$ cat src/rtl/fft_ctrl_pkg.sv
// Shared types and default sizes for the FFT frame controller.
// The ERR state is present only when FFT_FRAME_CTRL_WATCHDOG_EN is defined.
package fft_ctrl_pkg;

  localparam int FFT_N_POINTS = 32;
  localparam int FFT_ADDR_W   = 5;
  localparam int FFT_DATA_W   = 16;

  typedef enum logic [2:0] {
    ST_LOAD   = 3'd0,
    ST_START  = 3'd1,
    ST_RUN    = 3'd2,
    ST_DRAIN  = 3'd3,
    ST_UNLOAD = 3'd4
`ifdef FFT_FRAME_CTRL_WATCHDOG_EN
    ,
    ST_ERR    = 3'd5
`endif
  } fft_state_e;

  typedef struct packed {
    logic [FFT_DATA_W-1:0] re;
    logic [FFT_DATA_W-1:0] im;
  } cplx_t;

endpackage

$ cat src/rtl/fft_out_fifo2.sv
// Two-entry result buffer for the unload path; exposes its occupancy so the
// read issuer can keep reads in flight from overrunning it.
module fft_out_fifo2 #(
  parameter int W = 33
) (
  input  logic         clk,
  input  logic         rst_n,
  input  logic         i_push,
  input  logic [W-1:0] i_data,
  input  logic         i_pop,
  output logic         o_valid,
  output logic [W-1:0] o_data,
  output logic [1:0]   o_occ
);

  logic [W-1:0] r_mem [2];
  logic         r_wr_ptr;
  logic         r_rd_ptr;
  logic [1:0]   r_occ;
  logic         w_push;
  logic         w_pop;

  assign w_pop  = i_pop && (r_occ != 2'd0);
  assign w_push = i_push && ((r_occ != 2'd2) || w_pop);

  always_ff @(posedge clk) begin
    if (!rst_n) begin
      r_mem[0] <= '0;
      r_mem[1] <= '0;
      r_wr_ptr <= 1'b0;
      r_rd_ptr <= 1'b0;
      r_occ    <= 2'd0;
    end else begin
      if (w_push) begin
        r_mem[r_wr_ptr] <= i_data;
        r_wr_ptr        <= ~r_wr_ptr;
      end
      if (w_pop) begin
        r_rd_ptr <= ~r_rd_ptr;
      end
      case ({w_push, w_pop})
        2'b10:   r_occ <= r_occ + 2'd1;
        2'b01:   r_occ <= r_occ - 2'd1;
        default: r_occ <= r_occ;
      endcase
    end
  end

  assign o_valid = (r_occ != 2'd0);
  assign o_data  = r_mem[r_rd_ptr];
  assign o_occ   = r_occ;

endmodule

$ cat src/rtl/fft_frame_ctrl.sv
// Frame sequencer for the FFT core: load samples, pulse start, wait for done, drain, unload.
// Define FFT_FRAME_CTRL_WATCHDOG_EN to add the RUN watchdog, the ERR state and the wdog_err port.
module fft_frame_ctrl
  import fft_ctrl_pkg::*;
#(
  parameter int N_POINTS       = FFT_N_POINTS,
  parameter int ADDR_W         = FFT_ADDR_W,
  parameter int DATA_W         = FFT_DATA_W,
`ifdef FFT_FRAME_CTRL_WATCHDOG_EN
  parameter int TIMEOUT_CYCLES = 4096,
`endif
  parameter int DRAIN_CYCLES   = 10
) (
  input  logic              clk,
  input  logic              rst_n,
  input  logic              in_valid,
  output logic              in_ready,
  input  logic [DATA_W-1:0] in_real,
  input  logic [DATA_W-1:0] in_imag,
  output logic              load_data_write,
  output logic [ADDR_W-1:0] load_data_addr,
  output logic [DATA_W-1:0] data_real_in,
  output logic [DATA_W-1:0] data_imag_in,
  output logic              fft_start,
  input  logic              fft_done,
  output logic              rd_en,
  output logic [ADDR_W-1:0] rd_addr,
  input  logic [DATA_W-1:0] rd_real,
  input  logic [DATA_W-1:0] rd_imag,
  output logic              out_valid,
  input  logic              out_ready,
  output logic [DATA_W-1:0] out_real,
  output logic [DATA_W-1:0] out_imag,
  output logic              out_last,
  output logic              busy,
`ifdef FFT_FRAME_CTRL_WATCHDOG_EN
  output logic              wdog_err,
`endif
  output logic [15:0]       frame_cnt
);

  localparam int DR_W = $clog2(DRAIN_CYCLES + 1);
  localparam int FW   = 2 * DATA_W + 1;

  fft_state_e        r_state;
  logic [ADDR_W-1:0] r_ld_cnt;
  logic [ADDR_W:0]   r_rd_cnt;
  logic [DR_W-1:0]   r_dr_cnt;
  logic              r_done_armed;
  logic              r_ld_write;
  logic [ADDR_W-1:0] r_ld_addr;
  logic [DATA_W-1:0] r_ld_re;
  logic [DATA_W-1:0] r_ld_im;
  logic              r_fft_start;
  logic              r_rd_pend;
  logic              r_rd_pend_last;
  logic [15:0]       r_frame_cnt;
`ifdef FFT_FRAME_CTRL_WATCHDOG_EN
  localparam int WD_W = $clog2(TIMEOUT_CYCLES + 1);
  logic [WD_W-1:0]   r_wd_cnt;
`endif

  logic              w_fifo_valid;
  logic [1:0]        w_occ;
  logic [FW-1:0]     w_fifo_head;
  logic              w_pop;
  logic [2:0]        w_credit;
  logic              w_rd_en;

  // Handshakes: a transfer happens on a clock edge where valid && ready are both high;
  // valid never waits on ready. A result popped this cycle frees its slot for a new read,
  // which is what allows one result per cycle through a two-entry buffer.
  assign w_pop    = w_fifo_valid && out_ready;
  assign w_credit = {1'b0, w_occ} + {2'b00, r_rd_pend} - {2'b00, w_pop};
  assign w_rd_en  = (r_state == ST_UNLOAD) && (r_rd_cnt < (ADDR_W+1)'(N_POINTS))
                    && (w_credit < 3'd2);

  fft_out_fifo2 #(.W(FW)) u_out_fifo (
    .clk     (clk),
    .rst_n   (rst_n),
    .i_push  (r_rd_pend),
    .i_data  ({r_rd_pend_last, rd_real, rd_imag}),
    .i_pop   (w_pop),
    .o_valid (w_fifo_valid),
    .o_data  (w_fifo_head),
    .o_occ   (w_occ)
  );

  always_ff @(posedge clk) begin
    if (!rst_n) begin
      r_state        <= ST_LOAD;
      r_ld_cnt       <= '0;
      r_rd_cnt       <= '0;
      r_dr_cnt       <= '0;
      r_done_armed   <= 1'b0;
      r_ld_write     <= 1'b0;
      r_ld_addr      <= '0;
      r_ld_re        <= '0;
      r_ld_im        <= '0;
      r_fft_start    <= 1'b0;
      r_rd_pend      <= 1'b0;
      r_rd_pend_last <= 1'b0;
      r_frame_cnt    <= '0;
`ifdef FFT_FRAME_CTRL_WATCHDOG_EN
      r_wd_cnt       <= '0;
`endif
    end else begin
      r_ld_write     <= 1'b0;
      r_fft_start    <= 1'b0;
      r_rd_pend      <= w_rd_en;
      r_rd_pend_last <= w_rd_en && (r_rd_cnt == (ADDR_W+1)'(N_POINTS - 1));
      case (r_state)
        ST_LOAD: begin
          if (in_valid) begin
            r_ld_write <= 1'b1;
            r_ld_addr  <= r_ld_cnt;
            r_ld_re    <= in_real;
            r_ld_im    <= in_imag;
            if (r_ld_cnt == ADDR_W'(N_POINTS - 1)) begin
              r_ld_cnt     <= '0;
              r_done_armed <= 1'b0;
              r_state      <= ST_START;
            end else begin
              r_ld_cnt <= r_ld_cnt + ADDR_W'(1);
            end
          end
        end
        ST_START: begin
          r_fft_start <= 1'b1;
          if (!fft_done) r_done_armed <= 1'b1;
`ifdef FFT_FRAME_CTRL_WATCHDOG_EN
          r_wd_cnt <= '0;
`endif
          r_state <= ST_RUN;
        end
        ST_RUN: begin
          // The core has no reset, so a done level left over from an earlier frame
          // only counts once it has been seen low since START.
          if (fft_done && r_done_armed) begin
            r_dr_cnt <= DR_W'(1);
            r_state  <= ST_DRAIN;
          end else begin
            if (!fft_done) r_done_armed <= 1'b1;
`ifdef FFT_FRAME_CTRL_WATCHDOG_EN
            if (r_wd_cnt == WD_W'(TIMEOUT_CYCLES - 1)) r_state <= ST_ERR;
            else r_wd_cnt <= r_wd_cnt + WD_W'(1);
`endif
          end
        end
        ST_DRAIN: begin
          // The done cycle counts as drain cycle 0, so DRAIN_CYCLES must be at least 2.
          if (r_dr_cnt == DR_W'(DRAIN_CYCLES - 1)) r_state <= ST_UNLOAD;
          else r_dr_cnt <= r_dr_cnt + DR_W'(1);
        end
        ST_UNLOAD: begin
          if (w_rd_en) r_rd_cnt <= r_rd_cnt + (ADDR_W+1)'(1);
          if (w_pop && w_fifo_head[FW-1]) begin
            r_rd_cnt    <= '0;
            r_frame_cnt <= r_frame_cnt + 16'd1;
            r_state     <= ST_LOAD;
          end
        end
`ifdef FFT_FRAME_CTRL_WATCHDOG_EN
        ST_ERR: r_state <= ST_ERR;
`endif
        default: r_state <= ST_LOAD;
      endcase
    end
  end

  assign in_ready        = (r_state == ST_LOAD);
  assign load_data_write = r_ld_write;
  assign load_data_addr  = r_ld_addr;
  assign data_real_in    = r_ld_re;
  assign data_imag_in    = r_ld_im;
  assign fft_start       = r_fft_start;
  assign rd_en           = w_rd_en;
  assign rd_addr         = r_rd_cnt[ADDR_W-1:0];
  assign out_valid       = w_fifo_valid && (r_state == ST_UNLOAD);
  assign out_last        = w_fifo_head[FW-1];
  assign out_real        = w_fifo_head[2*DATA_W-1:DATA_W];
  assign out_imag        = w_fifo_head[DATA_W-1:0];
  assign busy            = !((r_state == ST_LOAD) && (r_ld_cnt == '0));
  assign frame_cnt       = r_frame_cnt;
`ifdef FFT_FRAME_CTRL_WATCHDOG_EN
  assign wdog_err        = (r_state == ST_ERR);
`endif

endmodule

$ cat config.mk
export PLATFORM = sky130hd
export DESIGN_NAME = fft_frame_ctrl
export DESIGN_NICKNAME = d
export VERILOG_FILES = /design/src/rtl/fft_ctrl_pkg.sv /design/src/rtl/fft_out_fifo2.sv /design/src/rtl/fft_frame_ctrl.sv
export SDC_FILE = /design/constraint.sdc
export NUM_CORES = 1
export LEC_CHECK = 0
export ABC_AREA = 1
export BUFFER_PORTS_ARGS = -buffer_cell sky130_fd_sc_hd__buf_2
export CAP_MARGIN = 0
export CELL_PAD_IN_SITES_DETAIL_PLACEMENT = 1
export CELL_PAD_IN_SITES_GLOBAL_PLACEMENT = 1
export CORE_ASPECT_RATIO = 2
export CORE_UTILIZATION = 41
export DETAILED_ROUTE_END_ITERATION = 10
export PLACE_DENSITY = 0.82
export SLEW_MARGIN = 15
export SYNTH_ARGS = -nofsm -noshare
export SYNTH_HDL_FRONTEND = slang
export SYNTH_SLANG_ARGS = --single-unit
$ cat constraint.sdc
create_clock -name clk -period 3.6 [get_ports clk]
set_clock_uncertainty 0.15 [all_clocks]
set_input_delay 0.36 -clock clk [delete_from_list [all_inputs] [get_ports clk]]
set_output_delay 0.36 -clock clk [all_outputs]
set_load 0.01 [all_outputs]
* Word level (Yosys, flattened, before mapping)
Memories as Yosys holds them, arrays and structs flattened. A register that Yosys moved wholly into a read port is not among the register bits.
Index checks and enable logic that the tools add are counted.
** Word-level totals
- Output and inout bits :: 97
- Word-level logic and storage cells :: 102
- Memory bits (writable) :: 66
- Bits of input ports :: 69
- Register bits :: 80
- Memories :: 1
** Memory list
- u_out_fifo.r_mem :: depth 2, width 33, rd ports 1, clocked after Yosys merged registers in 1, write ports 2, line fft_out_fifo2.sv:16 : logic [W-1:0] r_mem [2];
** Cells by class
- Add/subtract/negate cells :: 8
- Bitwise logic cells :: 2
- Reductions and logical operators :: 27
- Muxes and demuxes :: 29
- Order comparisons :: 2
- Equality and inequality tests :: 17
** Operators with widths (count)
- two-way mux 33 bit :: 1
- OR reduction 33 bit :: 1
- adder 16 x 1 -> 16 bit (second input constant) :: 1
- two-way mux 3 bit :: 5
- case mux 3 bit (5 select lines) :: 1
- two-way mux 1 bit :: 14
- two-way mux 6 bit :: 2
- inequality test 2 bit (second input constant) :: 6
- logical AND 1 bit :: 10
- two-way mux 4 bit :: 2
- case mux 4 bit (2 select lines) :: 1
- AND reduction 2 bit :: 4
- nonzero test 2 bit :: 4
- adder 6 x 1 -> 6 bit (second input constant) :: 1
- equality test 3 x 2 -> 1 bit (second input constant) :: 2
- equality test 6 x 5 -> 1 bit (second input constant) :: 1
- less-than comparator 6 bit (second input constant) :: 1
- adder 5 x 1 -> 5 bit (second input constant) :: 1
- equality test 5 bit (second input constant) :: 1
- logical NOT 5 bit :: 1
- two-way mux 5 bit :: 1
- AND reduction 5 bit :: 1
- adder 4 x 1 -> 4 bit (second input constant) :: 1
- equality test 4 bit (second input constant) :: 1
- 19 further kinds :: 21

* Longest topological paths before layout
Gate-level depths: netlist (run 1).
- Depth after elaboration :: 10
- Depth in mapped cells :: 14

* Hierarchy
From an unflattened synthesis (run 1), not the netlist that was laid out.
** Unflattened totals
- Cell total of the unflattened synthesis :: 704
- Area total of the unflattened synthesis :: 6617.6 um^2
** By module, submodules not included
- fft_frame_ctrl :: sequential area each 1521.5 um^2, instances 1, cells each 457, area each 3405.8 um^2
- fft_out_fifo2 :: sequential area each 2082.0 um^2, instances 1, cells each 247, area each 3211.8 um^2

* Worst setup path after synthesis (run 1)
No wires, ideal clock.
- Path kind :: reg-to-reg
- Start :: reg u_out_fifo.r_occ[1], in the netlist u_out_fifo.o_occ[1]
- End :: reg r_rd_cnt[4]
- Buffers on the path :: 0
- Path slack :: 1.165 ns
- Data arrival time :: 2.172 ns
- Data required time :: 3.337 ns
- Cell stages (with the launch flop) :: 14
- Cells stage by stage :: dfxtp_1 nor2_1 nor2_1 ha_1 inv_1 nand2_1 fa_1 inv_1 nor2_1 nand3_1 nor2_4 nand3_1 o21ai_1 nor2_1
** On the way
- Cells in the longest elaborated chain, start to end :: 7
- Elaborated cells between the ends (all ways) :: 10
** RTL lines
- from (decl) :: line fft_out_fifo2.sv:19 : logic [1:0] r_occ;
- from (signal assigned) :: line fft_out_fifo2.sv:42 : 2'b10: r_occ <= r_occ + 2'd1;
- from (signal assigned) :: line fft_out_fifo2.sv:43 : 2'b01: r_occ <= r_occ - 2'd1;
- from (signal assigned) :: line fft_out_fifo2.sv:44 : default: r_occ <= r_occ;
- parallel branches: the longest is 2 deep, another holds adder 2 x 1 -> 3 bit
- subtractor 3 x 1 -> 3 bit (*) :: line fft_frame_ctrl.sv:74 : assign w_credit = {1'b0, w_occ} + {2'b00, r_rd_pend} - {2'b00, w_pop};
- less-than comparator 3 x 2 -> 1 bit (*) :: line fft_frame_ctrl.sv:76 : && (w_credit < 3'd2);
- logical AND 1 bit (*) :: line fft_frame_ctrl.sv:76
- via rd_en :: line fft_frame_ctrl.sv:26 : output logic rd_en,
- nonzero test 2 bit (no line) (*)
- AND reduction 2 bit (no line) (*)
- to (signal assigned) :: line fft_frame_ctrl.sv:156 : if (w_rd_en) r_rd_cnt <= r_rd_cnt + (ADDR_W+1)'(1);
- to (decl) :: line fft_frame_ctrl.sv:47 : logic [ADDR_W:0] r_rd_cnt;
Mark *: on every way through the listed nets, which the timed path passes.
A chain may end at the register's enable or synchronous reset.

* Worst setup path in the final report (run 1)
- Start :: reg u_out_fifo.r_occ[1], in the netlist u_out_fifo.o_occ[1]
- End :: out rd_en
** On the way
- Cells in the longest elaborated chain, start to end :: 5
- Elaborated cells between the ends (all ways) :: 6
** RTL lines (line)
- parallel branches: the longest is 2 deep, another holds adder 2 x 1 -> 3 bit
- subtractor 3 x 1 -> 3 bit (*) :: fft_frame_ctrl.sv:74
- less-than comparator 3 x 2 -> 1 bit (*) :: fft_frame_ctrl.sv:76
- logical AND 1 bit (*) :: fft_frame_ctrl.sv:76
- to (decl) :: fft_frame_ctrl.sv:26
Mark *: on every way between the ends.

==> metrics.txt, run 1 <==
# TYPE chip_impl_metric gauge
chip_impl_info{name="run_status",value="completed"} 1
chip_impl_metric{name="die_area",unit="mm²"} 0.0160
chip_impl_metric{name="ir_worst_vdd",unit="mV"} 0.341
chip_impl_metric{name="via_per_inst",unit=""} 4.87
chip_impl_metric{name="met2_length",unit="µm"} 9370
chip_impl_metric{name="place.port_buffers",unit=""} 165
chip_impl_metric{name="synth_area",unit="mm²"} 0.00634
chip_impl_metric{name="antenna_violating_nets_post_route",unit=""} 0
chip_impl_metric{name="post_route_wl",unit="µm"} 16400
chip_impl_metric{name="io-pin-count",unit=""} 166
chip_impl_metric{name="yosysUniqueCellTypes",unit=""} 32
chip_impl_metric{name="postPlaceCellArea",unit="mm²"} 0.00728
chip_impl_metric{name="synth_fp_nets",unit=""} 847
chip_impl_metric{name="total_of_fill_cells_in_the_finished_design",unit=""} 1933
chip_impl_metric{name="core_region_area",unit="mm²"} 0.0152
chip_impl_metric{name="max-slew-margin-rel",unit=""} 0.517
chip_impl_metric{name="synth-seq-cells",unit=""} 147
chip_impl_metric{name="avgSynthCellArea",unit="µm²"} 8.25
chip_impl_info{name="grt_setup_unrepaired",value="false"} 1
chip_impl_metric{name="layout_cell_share_with_drive_strength_beyond_1",unit=""} 0.234
chip_impl_metric{name="crit_fanout",unit=""} 5
chip_impl_metric{name="count_of_hold_buffers_inserted_by_post_cts_repair",unit=""} 0
chip_impl_metric{name="route.detailed.drc",unit=""} 0
chip_impl_info{name="layout_common_cells",value="nor2_1, nand2_1, buf_2"} 1
chip_impl_metric{name="stdcell_area",unit="mm²"} 0.00783
chip_impl_metric{name="finish.net_count",unit=""} 1001
chip_impl_metric{name="dp_cells",unit=""} 1101
chip_impl_metric{name="grt_pass1_wl",unit="µm"} 27100
chip_impl_info{name="criticalPathCategory",value="reg2out"} 1
chip_impl_metric{name="detailedRoute.firstIterationViolations",unit=""} 129
chip_impl_info{name="synth_top_cells_by_area",value="edfxtp_1, dfxtp_1, nor2_1, nand2_1, inv_1"} 1
chip_impl_metric{name="hold_viol_final",unit=""} 0
chip_impl_metric{name="route.layer.met1.wl",unit="µm"} 5970
chip_impl_metric{name="die_width",unit="µm"} 89.9
chip_impl_metric{name="cts.repair.resized",unit=""} 0
chip_impl_metric{name="achievable-frequency",unit="MHz"} 324
chip_impl_metric{name="power.net_switching",unit="mW"} 1.03
chip_impl_metric{name="synth.top_cell.area_share",unit=""} 0.313
chip_impl_metric{name="preCtsSetupSlack",unit="ns"} 0.936
chip_impl_metric{name="gr-total-overflow",unit=""} 0
chip_impl_metric{name="worstSkewPairLatency",unit="ns"} 0.41
chip_impl_metric{name="p_sw_frac",unit=""} 0.259
chip_impl_metric{name="die-height",unit="µm"} 178
chip_impl_metric{name="met3_routed_wl",unit="µm"} 577
chip_impl_metric{name="worst_slew_pin_slew",unit="ns"} 0.723
chip_impl_metric{name="post_cts.repair.setup_buffers",unit=""} 0
chip_impl_metric{name="grt_antenna_before_repair",unit=""} 0
chip_impl_metric{name="cp_data_required_time",unit="ns"} 3.09
chip_impl_metric{name="power.density_cell_area",unit="mW/mm²"} 509
chip_impl_metric{name="routedWlPerCell",unit="µm"} 14.5
chip_impl_info{name="yosysTopAreaCell",value="edfxtp_1"} 1
chip_impl_metric{name="p_leak",unit="nW"} 3.71
chip_impl_metric{name="fin_tns_setup",unit="ns"} 0
chip_impl_metric{name="count_of_final_max_slew_check_failures",unit=""} 0
chip_impl_metric{name="layout_worst_path_cycle_share",unit=""} 0.857
chip_impl_metric{name="period_needed",unit="ns"} 3.08
chip_impl_metric{name="drt_pass1_iterations",unit=""} 4
chip_impl_metric{name="gr_usage_total",unit=""} 0.215
chip_impl_metric{name="initial_utilization",unit=""} 0.417
chip_impl_metric{name="area_growth",unit="%"} 23.5
chip_impl_metric{name="gp_congestion",unit=""} 0.779
chip_impl_metric{name="clk_transition_reported_paths",unit="ns"} 0.06
chip_impl_metric{name="antenna-diode-count",unit=""} 0
chip_impl_metric{name="layout.cells.non_filler",unit=""} 1133
chip_impl_metric{name="power_frac_clock",unit=""} 0.412
chip_impl_metric{name="number_of_warnings_printed_during_yosys_synthesis",unit=""} 0
chip_impl_metric{name="hold_ws",unit="ns"} 0.0140
chip_impl_metric{name="cts-htree-levels",unit=""} 4
chip_impl_metric{name="p_seq_frac",unit=""} 0.477
chip_impl_metric{name="cts_buffers",unit=""} 17
chip_impl_metric{name="critical_path_arrival",unit="ns"} 2.57
chip_impl_metric{name="drv.max_cap_violation_count",unit=""} 0
chip_impl_info{name="worst_setup_path_start_kind",value="register"} 1
chip_impl_metric{name="place_hpwl",unit="µm"} 11600
chip_impl_metric{name="vias",unit=""} 5516
chip_impl_metric{name="cts_num_sinks",unit=""} 147
chip_impl_metric{name="first_global_vias",unit=""} 5862
chip_impl_info{name="timing.hold.worst.class",value="in2reg"} 1
chip_impl_metric{name="netlist_instances",unit=""} 768
chip_impl_info{name="root_buffer",value="clkbuf_16"} 1
chip_impl_info{name="crit_end_category",value="output pin"} 1
chip_impl_metric{name="final.setup.worst_slack",unit="ns"} 0.516
chip_impl_info{name="route.top_layer_used",value="met4"} 1
chip_impl_metric{name="cellInternalPower",unit="mW"} 2.95
chip_impl_metric{name="power.share.combinational",unit=""} 0.111
chip_impl_metric{name="max_root_sink_buffers",unit=""} 2
chip_impl_metric{name="grt_max_degree",unit=""} 44
chip_impl_info{name="clock_tree_from_tritoncts",value="yes"} 1
chip_impl_metric{name="yosysSeqAreaShare",unit=""} 0.568
chip_impl_info{name="final_common_cell",value="nor2_1"} 1
chip_impl_metric{name="std_cell_rows",unit=""} 64
chip_impl_metric{name="setup_viol",unit=""} 0
synth_stat cells (all sizes together):
master and instances:
edfxtp 66, xnor2 4, clkinv 1, nor4 1, and3 1, a31oi 1
ha 9, nor3 9, inv 78, o31ai 1, buf 19, nand3 17
nand4 10, xor2 1, nand2 176, o21ai 54, clkbuf 18, a21oi 29
nand3b 1, dfxtp 81, nor2 190, fa 1
per-layer routing:
| layer | global-route usage | vias up |
|---|---|---|
| met4 | 0.106 | 0 |
| met3 | 0.0364 | 25 |
| met2 | 0.434 | 130 |
| met5 | 0 | - |
| li1 | - | 2733 |
| met1 | 0.206 | 2628 |
flip-flops by register name, summed over array words and instances, names as in the netlist, named ones only:
register             cells
r_state                  3
r_done_armed             1
u_out_fifo.r_rd_ptr      1
data_real_in            16
fft_start                1
r_ld_cnt                 5
r_rd_pend_last           1
r_rd_pend                1
frame_cnt               16
r_rd_cnt                 6
load_data_write          1
load_data_addr           5
r_dr_cnt                 4
u_out_fifo.r_mem        66
data_imag_in            16
u_out_fifo.o_occ         2
u_out_fifo.r_wr_ptr      1
power groups by stage:
stage,sequential (mW),clock (mW),combinational [mW]
after floorplan,1.96,0,0.232
after global placement,1.93,0,0.441
after detailed placement,1.94,0,0.450
after CTS,1.90,1.68,0.454
after global routing,1.91,1.73,0.499
final,1.90,1.64,0.442
cells by family after synthesis:
logic type / after synthesis / synth area share
flops: 147 / 0.568
xor+xnor: 5 / 0.00691
fa+ha+maj: 10 / 0.0209
compound gates: 85 / 0.0677
simple gates: 405 / 0.260
buf+inv: 116 / 0.0760
worst max-delay path: stages, from the launching register on:
cell     delay [ns]
dfxtp_1        0.36
nor2_1         0.28
nor2_1         0.08
ha_1           0.29
inv_1          0.05
nand2_1        0.05
fa_1           0.48
inv_1          0.04
nor2_1         0.12
nand3_1        0.13
nor2_4         0.13
buf_2          0.15
through the flow:
stage	total power [mW]	util
floorplan	2.19	-
global placement	2.37	0.479
detailed placement	2.39	0.479
CTS	4.03	0.515
global route	4.14	0.515
finish	3.98	0.515
worst paths after layout:
path	from	to	slack (ns)	cells after the start
worst max-delay path	u_out_fifo.o_occ[1]	rd_en	0.52	11
worst min register to register	u_out_fifo.r_rd_ptr	register	0.31	1
worst min-delay path	in_real[14]	data_real_in[14]	0.01	3
worst max register to register	u_out_fifo.o_occ[1]	r_rd_cnt[4]	0.99	13
area by class of cell:
| cell class | instances | area (µm²) | area share |
|---|---|---|---|
| clock inverters | 11 | 76.3 | 0.00975 |
| flip-flops and latches | 147 | 3600 | 0.460 |
| clock buffers | 21 | 473 | 0.0604 |
| well taps | 198 | 248 | 0.0316 |
| repair buffers | 172 | 878 | 0.112 |
| multi-input cells | 505 | 2250 | 0.288 |
| inverters | 79 | 297 | 0.0379 |
No activity file was read; power rests on OpenSTA's default activity.
==> run 2, diff against run 1 <==
--- a/config.mk
+++ b/config.mk
@@ -8,7 +8,7 @@
 export ABC_AREA = 1
 export BUFFER_PORTS_ARGS = -buffer_cell sky130_fd_sc_hd__buf_2
 export CAP_MARGIN = 0
-export CELL_PAD_IN_SITES_DETAIL_PLACEMENT = 1
+export CELL_PAD_IN_SITES_DETAIL_PLACEMENT = 0
 export CELL_PAD_IN_SITES_GLOBAL_PLACEMENT = 1
 export CORE_ASPECT_RATIO = 2
 export CORE_UTILIZATION = 41
==> metrics.txt, run 2 (synthesized netlist as in run 1, its figures left out) <==
# TYPE chip_impl_metric gauge
chip_impl_info{name="run_status",value="completed"} 1
chip_impl_metric{name="clk_transition_reported_paths",unit="ns"} 0.07
chip_impl_metric{name="count_of_final_max_slew_check_failures",unit=""} 0
chip_impl_info{name="criticalPathCategory",value="reg2out"} 1
chip_impl_metric{name="finish.net_count",unit=""} 1001
chip_impl_metric{name="grt_antenna_before_repair",unit=""} 0
chip_impl_metric{name="worstSkewPairLatency",unit="ns"} 0.41
chip_impl_metric{name="cellInternalPower",unit="mW"} 3.11
chip_impl_metric{name="max-slew-margin-rel",unit=""} 0.540
chip_impl_metric{name="grt_max_degree",unit=""} 44
chip_impl_metric{name="hold_ws",unit="ns"} 0.0137
chip_impl_metric{name="hold_viol_final",unit=""} 0
chip_impl_info{name="critical-path-slowest-cell",value="fa_1"} 1
chip_impl_info{name="route.top_layer_used",value="met4"} 1
chip_impl_metric{name="routedWlPerCell",unit="µm"} 13.0
chip_impl_metric{name="fin_tns_setup",unit="ns"} 0
chip_impl_metric{name="timing.reg2reg.setup_slack",unit="ns"} 0.98
chip_impl_metric{name="cts_buffers",unit=""} 17
chip_impl_metric{name="cts.repair.resized",unit=""} 0
chip_impl_metric{name="reg2regPathDepth",unit=""} 13
chip_impl_metric{name="vias",unit=""} 5378
chip_impl_metric{name="achievable-frequency",unit="MHz"} 325
chip_impl_metric{name="layout_worst_path_cycle_share",unit=""} 0.855
chip_impl_metric{name="first_global_vias",unit=""} 5257
chip_impl_info{name="worst_r2r_endpoint",value="r_rd_cnt[4]"} 1
chip_impl_metric{name="met3_routed_wl",unit="µm"} 564
chip_impl_metric{name="dp_cells",unit=""} 1101
chip_impl_info{name="critical_path_cell_sequence",value="nor2_1, nor2_1, ha_1, inv_1, nand2_1, fa_1, inv_1, nor2_1, nand3_1, nor2_4, buf_2"} 1
chip_impl_metric{name="core_region_area",unit="mm²"} 0.0152
chip_impl_metric{name="die-height",unit="µm"} 178
chip_impl_metric{name="ir_worst_vdd",unit="mV"} 0.451
chip_impl_info{name="critical_path.reg2reg.startpoint",value="u_out_fifo.o_occ[1]"} 1
chip_impl_metric{name="power_frac_clock",unit=""} 0.440
chip_impl_metric{name="antenna_violating_nets_post_route",unit=""} 0
chip_impl_metric{name="setup_viol",unit=""} 0
chip_impl_metric{name="initial_utilization",unit=""} 0.417
chip_impl_metric{name="cp_data_required_time",unit="ns"} 3.09
chip_impl_metric{name="power.share.combinational",unit=""} 0.104
chip_impl_metric{name="layout_cell_share_with_drive_strength_beyond_1",unit=""} 0.233
chip_impl_info{name="root_buffer",value="clkbuf_16"} 1
chip_impl_metric{name="finish.utilization",unit=""} 0.518
chip_impl_metric{name="gp_congestion",unit=""} 0.779
chip_impl_metric{name="max_root_sink_buffers",unit=""} 2
chip_impl_metric{name="power.net_switching",unit="mW"} 1.06
chip_impl_metric{name="worst_slew_pin_slew",unit="ns"} 0.689
chip_impl_metric{name="drt_pass1_iterations",unit=""} 6
chip_impl_metric{name="gr_usage_total",unit=""} 0.190
chip_impl_metric{name="gr-total-overflow",unit=""} 0
chip_impl_metric{name="grt_pass1_wl",unit="µm"} 24100
chip_impl_info{name="final_common_cell",value="nor2_1"} 1
chip_impl_metric{name="critical_path.max_stage_delay",unit="ns"} 0.49
chip_impl_metric{name="die_area",unit="mm²"} 0.0160
chip_impl_info{name="worst_setup_path_start_kind",value="register"} 1
chip_impl_metric{name="route.detailed.drc",unit=""} 0
chip_impl_metric{name="detailedRoute.firstIterationViolations",unit=""} 145
chip_impl_metric{name="route.layer.met1.wl",unit="µm"} 5550
chip_impl_metric{name="total_of_fill_cells_in_the_finished_design",unit=""} 1567
chip_impl_info{name="crit_end_category",value="output pin"} 1
chip_impl_metric{name="antenna-diode-count",unit=""} 0
chip_impl_metric{name="p_leak",unit="nW"} 3.72
chip_impl_metric{name="place_hpwl",unit="µm"} 10100
chip_impl_metric{name="report.power.total",unit="mW"} 4.16
chip_impl_metric{name="met2_length",unit="µm"} 8350
chip_impl_metric{name="cp_num_buf_inv",unit=""} 3
chip_impl_metric{name="layout.cells.non_filler",unit=""} 1133
chip_impl_metric{name="critical_path_arrival",unit="ns"} 2.57
chip_impl_metric{name="largest_register_ffs",unit=""} 66
chip_impl_info{name="worst_path_dominant_cell_family",value="simple AND/OR/NAND/NOR gates"} 1
chip_impl_metric{name="post_route_wl",unit="µm"} 14800
chip_impl_info{name="timing.hold.worst.class",value="in2reg"} 1
chip_impl_metric{name="place.port_buffers",unit=""} 165
chip_impl_metric{name="power.density_cell_area",unit="mW/mm²"} 528
chip_impl_metric{name="path_depth",unit=""} 11
chip_impl_info{name="cp-startpoint",value="u_out_fifo.o_occ[1]"} 1
chip_impl_metric{name="crit_fanout",unit=""} 5
chip_impl_metric{name="via_per_inst",unit=""} 4.75
chip_impl_metric{name="area_growth",unit="%"} 24.4
chip_impl_metric{name="cts-htree-levels",unit=""} 4
chip_impl_metric{name="p_sw_frac",unit=""} 0.254
chip_impl_info{name="max_flop_register",value="u_out_fifo.r_mem"} 1
chip_impl_metric{name="p_seq_frac",unit=""} 0.456
chip_impl_metric{name="std_cell_rows",unit=""} 64
chip_impl_info{name="layout_common_cells",value="nor2_1, nand2_1, buf_2"} 1
chip_impl_metric{name="drv.max_cap_violation_count",unit=""} 0
chip_impl_metric{name="count_of_hold_buffers_inserted_by_post_cts_repair",unit=""} 0
chip_impl_info{name="cell_seen_most_often_among_critical_path_stages",value="nor2_1"} 1
chip_impl_info{name="grt_setup_unrepaired",value="false"} 1
chip_impl_metric{name="die_width",unit="µm"} 89.9
chip_impl_info{name="clock_tree_from_tritoncts",value="yes"} 1
chip_impl_info{name="critPathCapture",value="rd_en"} 1
chip_impl_metric{name="post_cts.repair.setup_buffers",unit=""} 0
chip_impl_metric{name="io-pin-count",unit=""} 166
chip_impl_metric{name="period_needed",unit="ns"} 3.08
chip_impl_metric{name="cts_num_sinks",unit=""} 147
## run 2: how the worst min path moves through the flow
stage                                    from                   to  slack [ns]  cells after the start
after floorplan           u_out_fifo.r_rd_ptr             register        0.28                      1
after global placement    u_out_fifo.r_rd_ptr  u_out_fifo.r_rd_ptr        0.29                      1
after detailed placement  u_out_fifo.r_rd_ptr  u_out_fifo.r_rd_ptr        0.29                      1
after CTS                          in_real[7]      data_real_in[7]       0.004                      3
after global routing               in_real[9]      data_real_in[9]        0.02                      3
final                              in_real[7]      data_real_in[7]        0.01                      3
## run 2: final cells by class
| class | instances | area [µm²] | area share |
|---|---|---|---|
| Timing Repair Buffer | 172 | 878 | 0.111 |
| Inverter | 79 | 297 | 0.0376 |
| Sequential cell | 147 | 3600 | 0.457 |
| Multi-Input combinational cell | 505 | 2250 | 0.286 |
| Clock inverter | 14 | 178 | 0.0225 |
| Tap cell | 198 | 248 | 0.0314 |
| Clock buffer | 18 | 429 | 0.0544 |
## run 2: metrics by stage
| step | setup WS, ns | cell area (µm²) |
|---|---|---|
| after floorplan | 1.16 | 6340 |
| after CTS | 0.496 | 7890 |
| final | 0.523 | 7890 |
| after global routing | 0.347 | 7890 |
| after global placement | 0.988 | 7280 |
| after detailed placement | 0.959 | 7280 |
## run 2: per-layer routing
layer / track usage / vias up
met5: 0 / -
met4: 0.0793 / 0
met3: 0.0356 / 21
met2: 0.384 / 126
met1: 0.185 / 2495
li1: - / 2736
## run 2: tightest hold or removal path: cells and delay by family
kind | cells | cell delay (ns)
buf+inv | 1 | 0.07
simple gates | 2 | 0.11
## run 2: power groups by stage
stage | sequential, mW | clock, mW | combinational [mW]
final | 1.90 | 1.83 | 0.433
after global placement | 1.93 | 0 | 0.441
after CTS | 1.90 | 1.87 | 0.442
after global routing | 1.91 | 1.94 | 0.490
after floorplan | 1.96 | 0 | 0.232
after detailed placement | 1.93 | 0 | 0.440
